`config.mk`:
```
export PLATFORM = sky130hd
export DESIGN_NAME = sp_ram_arbiter
export DESIGN_NICKNAME = d
export VERILOG_FILES = /design/src/rtl/sp_ram_arbiter_pkg.sv /design/src/rtl/sp_ram_arbiter_rr_arb2.sv /design/src/rtl/sp_ram_arbiter.sv
export SDC_FILE = /design/constraint.sdc
export NUM_CORES = 1
export LEC_CHECK = 0
export BUFFER_PORTS_ARGS = -buffer_cell sky130_fd_sc_hd__buf_4
export CORE_AREA = 2 2 84 86
export CTS_BUF_LIST = sky130_fd_sc_hd__clkbuf_2 sky130_fd_sc_hd__clkbuf_4 sky130_fd_sc_hd__clkbuf_8
export DETAILED_ROUTE_END_ITERATION = 10
export DIE_AREA = 0 0 86 88
export PLACE_DENSITY = 0.74
export REMOVE_ABC_BUFFERS = 1
export SYNTH_ARGS = -nofsm -noshare
export SYNTH_HDL_FRONTEND = slang
export SYNTH_HIERARCHICAL = 1
export SYNTH_SLANG_ARGS = --single-unit
export TNS_END_PERCENT = 50
```
`constraint.sdc`:
```
create_clock -name clk -period 2.75 [get_ports clk]
set_clock_uncertainty 0.1 [all_clocks]
set_input_delay 0.55 -clock clk [delete_from_list [all_inputs] [get_ports clk]]
set_output_delay 0.55 -clock clk [all_outputs]
set_load 0.01 [all_outputs]
```
`src/rtl/sp_ram_arbiter_pkg.sv`:
```
// Shared memory-subsystem definitions: requester indices, arbiter FSM states
// and the two-way round-robin pick used by shared SRAM ports.
package sp_ram_arbiter_pkg;

  localparam int unsigned MEM_NUM_REQ  = 2;
  localparam int unsigned MEM_REQ_IF   = 0;
  localparam int unsigned MEM_REQ_DATA = 1;

  typedef enum logic {
    INIT = 1'b0,
    RUN  = 1'b1
  } sram_arb_state_e;

  // On a tie, the requester that did not win last time gets the grant.
  function automatic logic [1:0] rr2_pick(input logic [1:0] req, input logic last);
    logic [1:0] gnt;
    gnt = '0;
    case (req)
      2'b01:   gnt = 2'b01;
      2'b10:   gnt = 2'b10;
      2'b11:   gnt = last ? 2'b01 : 2'b10;
      default: gnt = '0;
    endcase
    return gnt;
  endfunction

endpackage

```
`src/rtl/sp_ram_arbiter_rr_arb2.sv`:
```
// Two-way round-robin arbiter with a last-granted pointer; grant is
// combinational from the requests and gated by en_i.
module rr_arb2
  import sp_ram_arbiter_pkg::*;
(
  input  logic       clk,
  input  logic       rstn_i,
  input  logic       en_i,
  input  logic [1:0] req_i,
  output logic [1:0] gnt_o
);

  logic last_q;

  always_comb begin
    gnt_o = '0;
    if (en_i) begin
      gnt_o = rr2_pick(req_i, last_q);
    end
  end

  // Pointer starts at requester 1 so requester 0 wins the first tie.
  always_ff @(posedge clk or negedge rstn_i) begin
    if (!rstn_i) begin
      last_q <= 1'b1;
    end else if (|gnt_o) begin
      last_q <= gnt_o[1];
    end
  end

endmodule

```
`src/rtl/sp_ram_arbiter.sv`:
```
// Arbiter/sequencer for the single SRAM port: optional zero sweep after reset,
// then round-robin sharing between instruction fetch and data requesters.
module sp_ram_arbiter
  import sp_ram_arbiter_pkg::*;
#(
  parameter int unsigned ADDR_WIDTH = 11,
  parameter int unsigned DATA_WIDTH = 32,
  parameter int unsigned NUM_WORDS  = 512,
  parameter bit          INIT_ZERO  = 1'b1
) (
  input  logic                                clk,
  input  logic                                rstn_i,
  input  logic [MEM_NUM_REQ-1:0]              req_i,
  output logic [MEM_NUM_REQ-1:0]              gnt_o,
  input  logic [MEM_NUM_REQ*ADDR_WIDTH-1:0]   addr_i,
  input  logic [MEM_NUM_REQ-1:0]              we_i,
  input  logic [MEM_NUM_REQ*DATA_WIDTH/8-1:0] be_i,
  input  logic [MEM_NUM_REQ*DATA_WIDTH-1:0]   wdata_i,
  output logic [MEM_NUM_REQ-1:0]              rvalid_o,
  output logic [DATA_WIDTH-1:0]               rdata_o,
  output logic                                init_busy_o,
  output logic                                ram_en_o,
  output logic                                ram_we_o,
  output logic [DATA_WIDTH/8-1:0]             ram_be_o,
  output logic [ADDR_WIDTH-1:0]               ram_addr_o,
  output logic [DATA_WIDTH-1:0]               ram_wdata_o,
  input  logic [DATA_WIDTH-1:0]               ram_rdata_i
);

  localparam int unsigned BE_W  = DATA_WIDTH / 8;
  localparam int unsigned CNT_W = (NUM_WORDS > 1) ? $clog2(NUM_WORDS) : 1;
  localparam logic [CNT_W-1:0] LAST_WORD = CNT_W'(NUM_WORDS - 1);
  localparam sram_arb_state_e RESET_STATE = INIT_ZERO ? INIT : RUN;

  sram_arb_state_e        state_q, state_d;
  logic [CNT_W-1:0]       cnt_q;
  logic [MEM_NUM_REQ-1:0] gnt;
  logic [MEM_NUM_REQ-1:0] rvalid_q;
  logic                   sweep;
  logic                   arb_en;
  logic                   sel;
  logic [ADDR_WIDTH-1:0]  sel_addr;
  logic                   sel_we;
  logic [BE_W-1:0]        sel_be;
  logic [DATA_WIDTH-1:0]  sel_wdata;

  // Gating with rstn_i keeps the RAM strobes and grants at 0 while reset is held.
  assign sweep  = (state_q == INIT) && rstn_i;
  assign arb_en = (state_q == RUN) && rstn_i;

  rr_arb2 u_rr_arb2 (
    .clk    (clk),
    .rstn_i (rstn_i),
    .en_i   (arb_en),
    .req_i  (req_i),
    .gnt_o  (gnt)
  );

  always_ff @(posedge clk or negedge rstn_i) begin
    if (!rstn_i) begin
      state_q  <= RESET_STATE;
      cnt_q    <= '0;
      rvalid_q <= '0;
    end else begin
      state_q  <= state_d;
      rvalid_q <= gnt;
      if (state_q == INIT) begin
        cnt_q <= cnt_q + 1'b1;
      end
    end
  end

  always_comb begin
    state_d = state_q;
    if (state_q == INIT && cnt_q == LAST_WORD) begin
      state_d = RUN;
    end
  end

  always_comb begin
    sel = gnt[MEM_REQ_DATA];
    if (sel) begin
      sel_addr  = addr_i[2*ADDR_WIDTH-1:ADDR_WIDTH];
      sel_we    = we_i[1];
      sel_be    = be_i[2*BE_W-1:BE_W];
      sel_wdata = wdata_i[2*DATA_WIDTH-1:DATA_WIDTH];
    end else begin
      sel_addr  = addr_i[ADDR_WIDTH-1:0];
      sel_we    = we_i[0];
      sel_be    = be_i[BE_W-1:0];
      sel_wdata = wdata_i[DATA_WIDTH-1:0];
    end
  end

  always_comb begin
    ram_en_o    = 1'b0;
    ram_we_o    = 1'b0;
    ram_be_o    = '0;
    ram_addr_o  = '0;
    ram_wdata_o = '0;
    if (sweep) begin
      ram_en_o    = 1'b1;
      ram_we_o    = 1'b1;
      ram_be_o    = '1;
      ram_addr_o  = ADDR_WIDTH'(cnt_q) << 2;
      ram_wdata_o = '0;
    end else if (|gnt) begin
      ram_en_o    = 1'b1;
      ram_we_o    = sel_we;
      ram_be_o    = sel_be;
      ram_addr_o  = {sel_addr[ADDR_WIDTH-1:2], 2'b00};
      ram_wdata_o = sel_wdata;
    end
  end

  assign gnt_o       = gnt;
  assign rvalid_o    = rvalid_q;
  assign rdata_o     = ram_rdata_i;
  assign init_busy_o = (state_q == INIT);

endmodule

```
==> results of run 1 <==
-- worst reg2reg max path, delay by kind of cell (launching register included) --
kind	cells	cell delay, ns
adder cells (fa/ha/maj)	2	0.48
flip-flops	1	0.41
multiplexers	1	0.26
AND/OR/NAND/NOR	2	0.22
-- final cells by class --
type / count / area, sq um
Fill cell: 689 / 4019
Multi-Input combinational cell: 135 / 938.4
Clock buffer: 4 / 48.80
Tap cell: 80 / 100.1
Sequential cell: 13 / 326.6
Inverter: 2 / 7.507
Timing Repair Buffer: 157 / 1204
-- power groups by stage --
| stage | clock, mW | combinational (mW) | sequential, mW |
|---|---|---|---|
| finish | 0.179 | 0.172 | 0.191 |
| global route | 0.195 | 0.186 | 0.191 |
| CTS | 0.186 | 0.173 | 0.191 |
| detailed placement | 0 | 0.173 | 0.195 |
| global placement | 0 | 0.169 | 0.195 |
| floorplan | 0 | 0.0402 | 0.195 |
-- metal layers --
metal	part of all wire (%)	wire length, um
met1	36	2241
met2	47	2903
met3	17	1032
met4	0	0
met5	0	0
-- state kept, by name, indices dropped and copies added, names as in the netlist --
name              cells
cnt_q                 9
rvalid_o              2
state_q               1
u_rr_arb2/last_q      1
-- placed cells by master, fill, tap and decap left out, types with 4 or more instances in the layout --
| master | synthesis | layout |
|---|---|---|
| buf_4 | 39 | 155 |
| nor2_1 | 50 | 50 |
| mux2i_1 | 32 | 32 |
| xnor2_1 | 4 | 4 |
| a221o_1 | 4 | 4 |
| a221oi_1 | 9 | 9 |
| nand2_1 | 6 | 6 |
| dfrtp_1 | 12 | 12 |
-- cells by family (layout without fill, tap and decap cells) --
group	after synthesis	count (layout)	synth area share, %
and+or+nand+nor	71	71	20.06
buffers and inverters	49	163	23.21
muxes	34	34	21.06
AOI/OAI and AO/OA	19	19	10.07
DFF	13	13	20.06
xor gates and xnor gates	7	7	3.766
adders and majority gates	2	2	1.537
other	1	2	0.2304
-- through the flow --
step | cell area, sq um | cells | util (%)
CTS | 2618 | 390 | 39.40
detailed placement | 2569 | 386 | 38.66
global placement | 2569 | 386 | 38.66
finish | 2625 | 391 | 39.51
global route | 2625 | 391 | 39.51
floorplan | 1261 | 150 | -
-- worst max-delay path by stage --
stage / start / cells past startpoint / slack (ns) / to
after floorplan: rstn_i / 5 / -2.90 / ram_wdata_o[0]
after global placement: rstn_i / 9 / 0.1 / ram_addr_o[6]
after detailed placement: rstn_i / 9 / 0.05 / ram_addr_o[6]
after CTS: rstn_i / 9 / 0.04 / ram_addr_o[6]
after global routing: rstn_i / 9 / 0.003 / ram_addr_o[6]
final: rstn_i / 9 / 0.12 / ram_addr_o[6]
==> flow_summary.ini, run 1 <==
[flow_run]
drv_cap = 0

[worst_setup_path]
cp_slowest_cell = a221oi_1
r2r-start = cnt_q[0]$_DFFE_PN0N_
cp-end-kind = output pin
crit_top_cell = buf_4
r2r_slack_ns = 1.17
crit_family = compound AO/OA/AOI/OAI gates
ff2ff_path_depth = 5
cp_cell_sequence = buf_4 > and2_1 > nand2_1 > a21oi_4 > nor2b_2 > buf_4 > a221oi_1 > nor2_1 > buf_4
critPathBufInv = 3
required_ns = 2.10
crit_path_max_incr_delay_ns = 0.31
path_max_fanout = 10
r2r-end = cnt_q[8]$_DFFE_PN0N_
worstPathArrival_ns = 1.98
start_kind = primary input
critPathKind = in -> out

[layout]
area_growth_pct = 61.26
drive_above_1_share_pct = 56.27
antennaDiodeCount = 0
layout.nets = 446

[clock_tree]
cts.sinks = 13
cts_buffers = 3
postCtsSetupRepairBufs = 0
cts.clk_slew.worst_paths_ns = 0.06
worst_skew_pair.late_latency_ns = 0.24
cts_hold_buf = 0
cts_buffer_depth = 2
root_buffer = clkbuf_8
cts_resized = 0
cts-htree-levels = 1
cts_tree = done

[sta]
timing.hold.ws_ns = 0.1676
rsz0062_at_grt = no
hold_violations = 0
finalWorstSetupSlack_ns = 0.1217
maxSlewViolCount = 0
finalSetupViolCount = 0
final.setup.tns_ns = 0
fmax_mhz = 380.5
final.min_clock_period_ns = 2.628
final.period_utilization_pct = 95.57

[place]
hpwl_um = 5102
io_buffers = 147
globalplace.congestion = 0.7128
dp_slack_ns = 0.05005

[logic_synthesis]
synth_edf_count = 0
ys_top_cells_by_count = nor2_1 (50), buf_4 (39), mux2i_1 (32)
yosysUniqueCellTypes = 31
synth_top_area_cell = mux2i_1
ys_top_cells_by_area = mux2i_1 (20%), dfrtp_1 (18%), buf_4 (18%), nor2_1 (12%), a221oi_1 (4.8%)
yosys_warnings = 6
synthMostInstantiatedCell = nor2_1
seq_area_frac_synth_pct = 20.06
synthArstFlopShare_pct = 100.0
synth_area_sq_um = 1628
avgSynthCellArea_sq_um = 8.305
syn-instance-count = 196
ys_ff_latch = 13
ys.flop_type = dfrtp_1
yosysTopAreaCellShare_pct = 19.68

[route]
drtIter0Drc = 48
avgRoutedWirePerCell_um = 15.80
avgViaCountPerCell = 4.629
drc = 0
first_pass_iters = 4
final_antenna_net_count = 0
vias = 1810
finalWirelength_um = 6177

[power_and_ir_drop]
combPwrFrac_pct = 31.7
ir_drop_uv = 165.7
powerDensity_nw_per_um2 = 206.8
p_sw_uw = 122.2
internal_power_uw = 420.7
pwr-share-seq_pct = 35.3
p_leak_nw = 1.270
pwr-share-clk_pct = 33.1
total_power_uw = 542.9
p_sw_share_pct = 22.51

[global_route]
overflow = 0
antenna_found_initial = 0
grt_usage_pct = 14.84
first_global_vias = 1758
grt_pass1_wl_um = 8859
grt_busiest_layer = met2
met2_usage_pct = 24.10
met3_usage_pct = 10.08
grt_max_degree = 33
grtUsageMet1_pct = 16.92

[floorplanning]
coreArea_sq_um = 6644
fp.dieH_um = 88
start_util_pct = 24.50
ios = 218
die_area_sq_um = 7568
die_x_um = 86
fp-row-count = 30

[min_path]
min_path_type = in -> async

[run_status]
outcome = finished, final reports clean
Power figures use the tool's default switching activity.
==> run 2, diff against run 1 <==
- clock period: 2.75 -> 2.6 ns (I/O delays scaled with it)
==> run 2 against run 1 <==
Against the previous run: final area rose by 1.1%; non-clock buffer count rose by 1; flip-flop and latch count did not move; sequential share of layout area fell by 0.14 points; combinational power rose by 7%; global-route usage fell by 0.43 points; first-iteration DRC count rose by 19%; setup slack improved by 0.025 ns.
==> flow_summary.ini, run 2 (synthesized netlist as in run 1, its figures left out) <==
[run_status]
outcome = finished, final reports clean

[power_and_ir_drop]
powerDensity_nw_per_um2 = 217.0
ir_drop_uv = 84.90
p_leak_nw = 1.282

[min_path]
min_path_type = in -> async

[worst_setup_path]
worstPathArrival_ns = 1.83
cp_slowest_cell = buf_12
r2r_slack_ns = 1.06
r2r-end = cnt_q[8]$_DFFE_PN0N_
start_kind = primary input
path_max_fanout = 32
ff2ff_path_depth = 5
required_ns = 1.98
cp_cell_sequence = buf_4 > and2_4 > nand2_1 > a21oi_4 > buf_12 > o21ai_4 > buf_12 > nor2_1 > buf_4
crit_path_max_incr_delay_ns = 0.24
critPathKind = in -> out
r2r-start = cnt_q[0]$_DFFE_PN0N_
cp-end-kind = output pin

[clock_tree]
cts_hold_buf = 0
postCtsSetupRepairBufs = 0
root_buffer = clkbuf_8
cts_buffer_depth = 2
cts-htree-levels = 1
cts.clk_slew.worst_paths_ns = 0.06
cts.sinks = 13
worst_skew_pair.late_latency_ns = 0.24
cts_tree = done
cts_buffers = 3

[global_route]
grtUsageMet1_pct = 16.08
antenna_found_initial = 0
grt_busiest_layer = met2
met3_usage_pct = 9.708
first_global_vias = 1724
overflow = 0
grt_usage_pct = 14.41
grt_pass1_wl_um = 8535
grt_max_degree = 33
met2_usage_pct = 22.83

[route]
drc = 0
final_antenna_net_count = 0
vias = 1802
avgRoutedWirePerCell_um = 15.33
finalWirelength_um = 6010
first_pass_iters = 4
avgViaCountPerCell = 4.597
drtIter0Drc = 57

[sta]
final.min_clock_period_ns = 2.454
hold_violations = 0
maxSlewViolCount = 0
fmax_mhz = 407.6
rsz0062_at_grt = yes
timing.hold.ws_ns = 0.1299
final.period_utilization_pct = 94.37
finalSetupViolCount = 0

[floorplanning]
fp-row-count = 30
coreArea_sq_um = 6644
die_x_um = 86
ios = 218
die_area_sq_um = 7568
start_util_pct = 24.50
fp.dieH_um = 88

[place]
globalplace.congestion = 0.6950
dpl.cell_count = 388
io_buffers = 147
hpwl_um = 4973

[layout]
largest_reg_flops = 9
drive_above_1_share_pct = 58.33
antennaDiodeCount = 0
top_register = cnt_q
final_cell_mix = buf_4 (156), nor2_1 (47), mux2i_1 (32), dfrtp_1 (12), a221oi_1 (7)
utilization_pct = 39.96
layout.nets = 447
area_growth_pct = 63.11
fin_cells = 392
layout_commonest_cell = buf_4

[flow_run]
drv_cap = 0
[run 2: cell types whose count changed in the layout (fill, tap and decap cells not counted)]
cell,before,now
a221oi_1,9,7
a221oi_2,0,2
and2_1,1,0
and2_4,0,1
buf_4,155,156
nor2_1,50,47
nor2_2,3,6
[run 2: through the flow]
step	instance area [sq um]	worst slack [ns]	setup TNS (ns)	total power, mW
finish	2655	0.1463	0	0.5762
global route	2655	-0.02415	-0.05538	0.6117
CTS	2633	0.05868	0	0.5838
detailed placement	2584	0.07066	0	0.3894
global placement	2584	0.06666	0	0.3857
floorplan	1261	-3.012	-142.64	0.2486
[run 2: cell type report]
| class | count | area (sq um) |
|---|---|---|
| fillers | 688 | 3989 |
| repair buffers | 158 | 1211 |
| multi-input cells | 135 | 960.9 |
| flip-flops and latches | 13 | 326.6 |
| well taps | 80 | 100.1 |
| clock buffers | 4 | 48.80 |
| inverters | 2 | 7.507 |
[run 2: where the power goes]
group	internal [mW]	switching, mW
Clock	0.119	0.0712
Sequential	0.203	0
Combinational	0.125	0.0587
[run 2: worst max-delay path by stage]
stage,slack [ns],from,depth (start not counted),to
final,0.15,rstn_i,9,ram_wdata_o[9]
after global routing,-0.02,state_q$_DFFE_PN0P_,8,ram_addr_o[4]
after CTS,0.06,rstn_i,9,ram_addr_o[6]
after detailed placement,0.07,rstn_i,9,ram_addr_o[6]
after global placement,0.07,rstn_i,9,ram_addr_o[6]
after floorplan,-3.01,state_q$_DFFE_PN0P_,5,ram_wdata_o[0]
[run 2: routing by layer]
| metal | part of all wire (%) | vias up |
|---|---|---|
| met5 | 0 | - |
| met4 | 0 | 0 |
| met1 | 37 | 809 |
| li1 | - | 861 |
| met3 | 16 | 0 |
| met2 | 46 | 132 |
[run 2: what timing repair did]
action | CTS | global route
hold endpoints to repair | 0 | 0
setup endpoints to repair | 0 | 38
resized for setup | 0 | 6
[run 2: worst max-delay path, delay by kind of cell]
| kind | cells | cell delay [ns] |
|---|---|---|
| buf+inv | 4 | 0.63 |
| simple gates | 3 | 0.36 |
| compound gates | 2 | 0.30 |
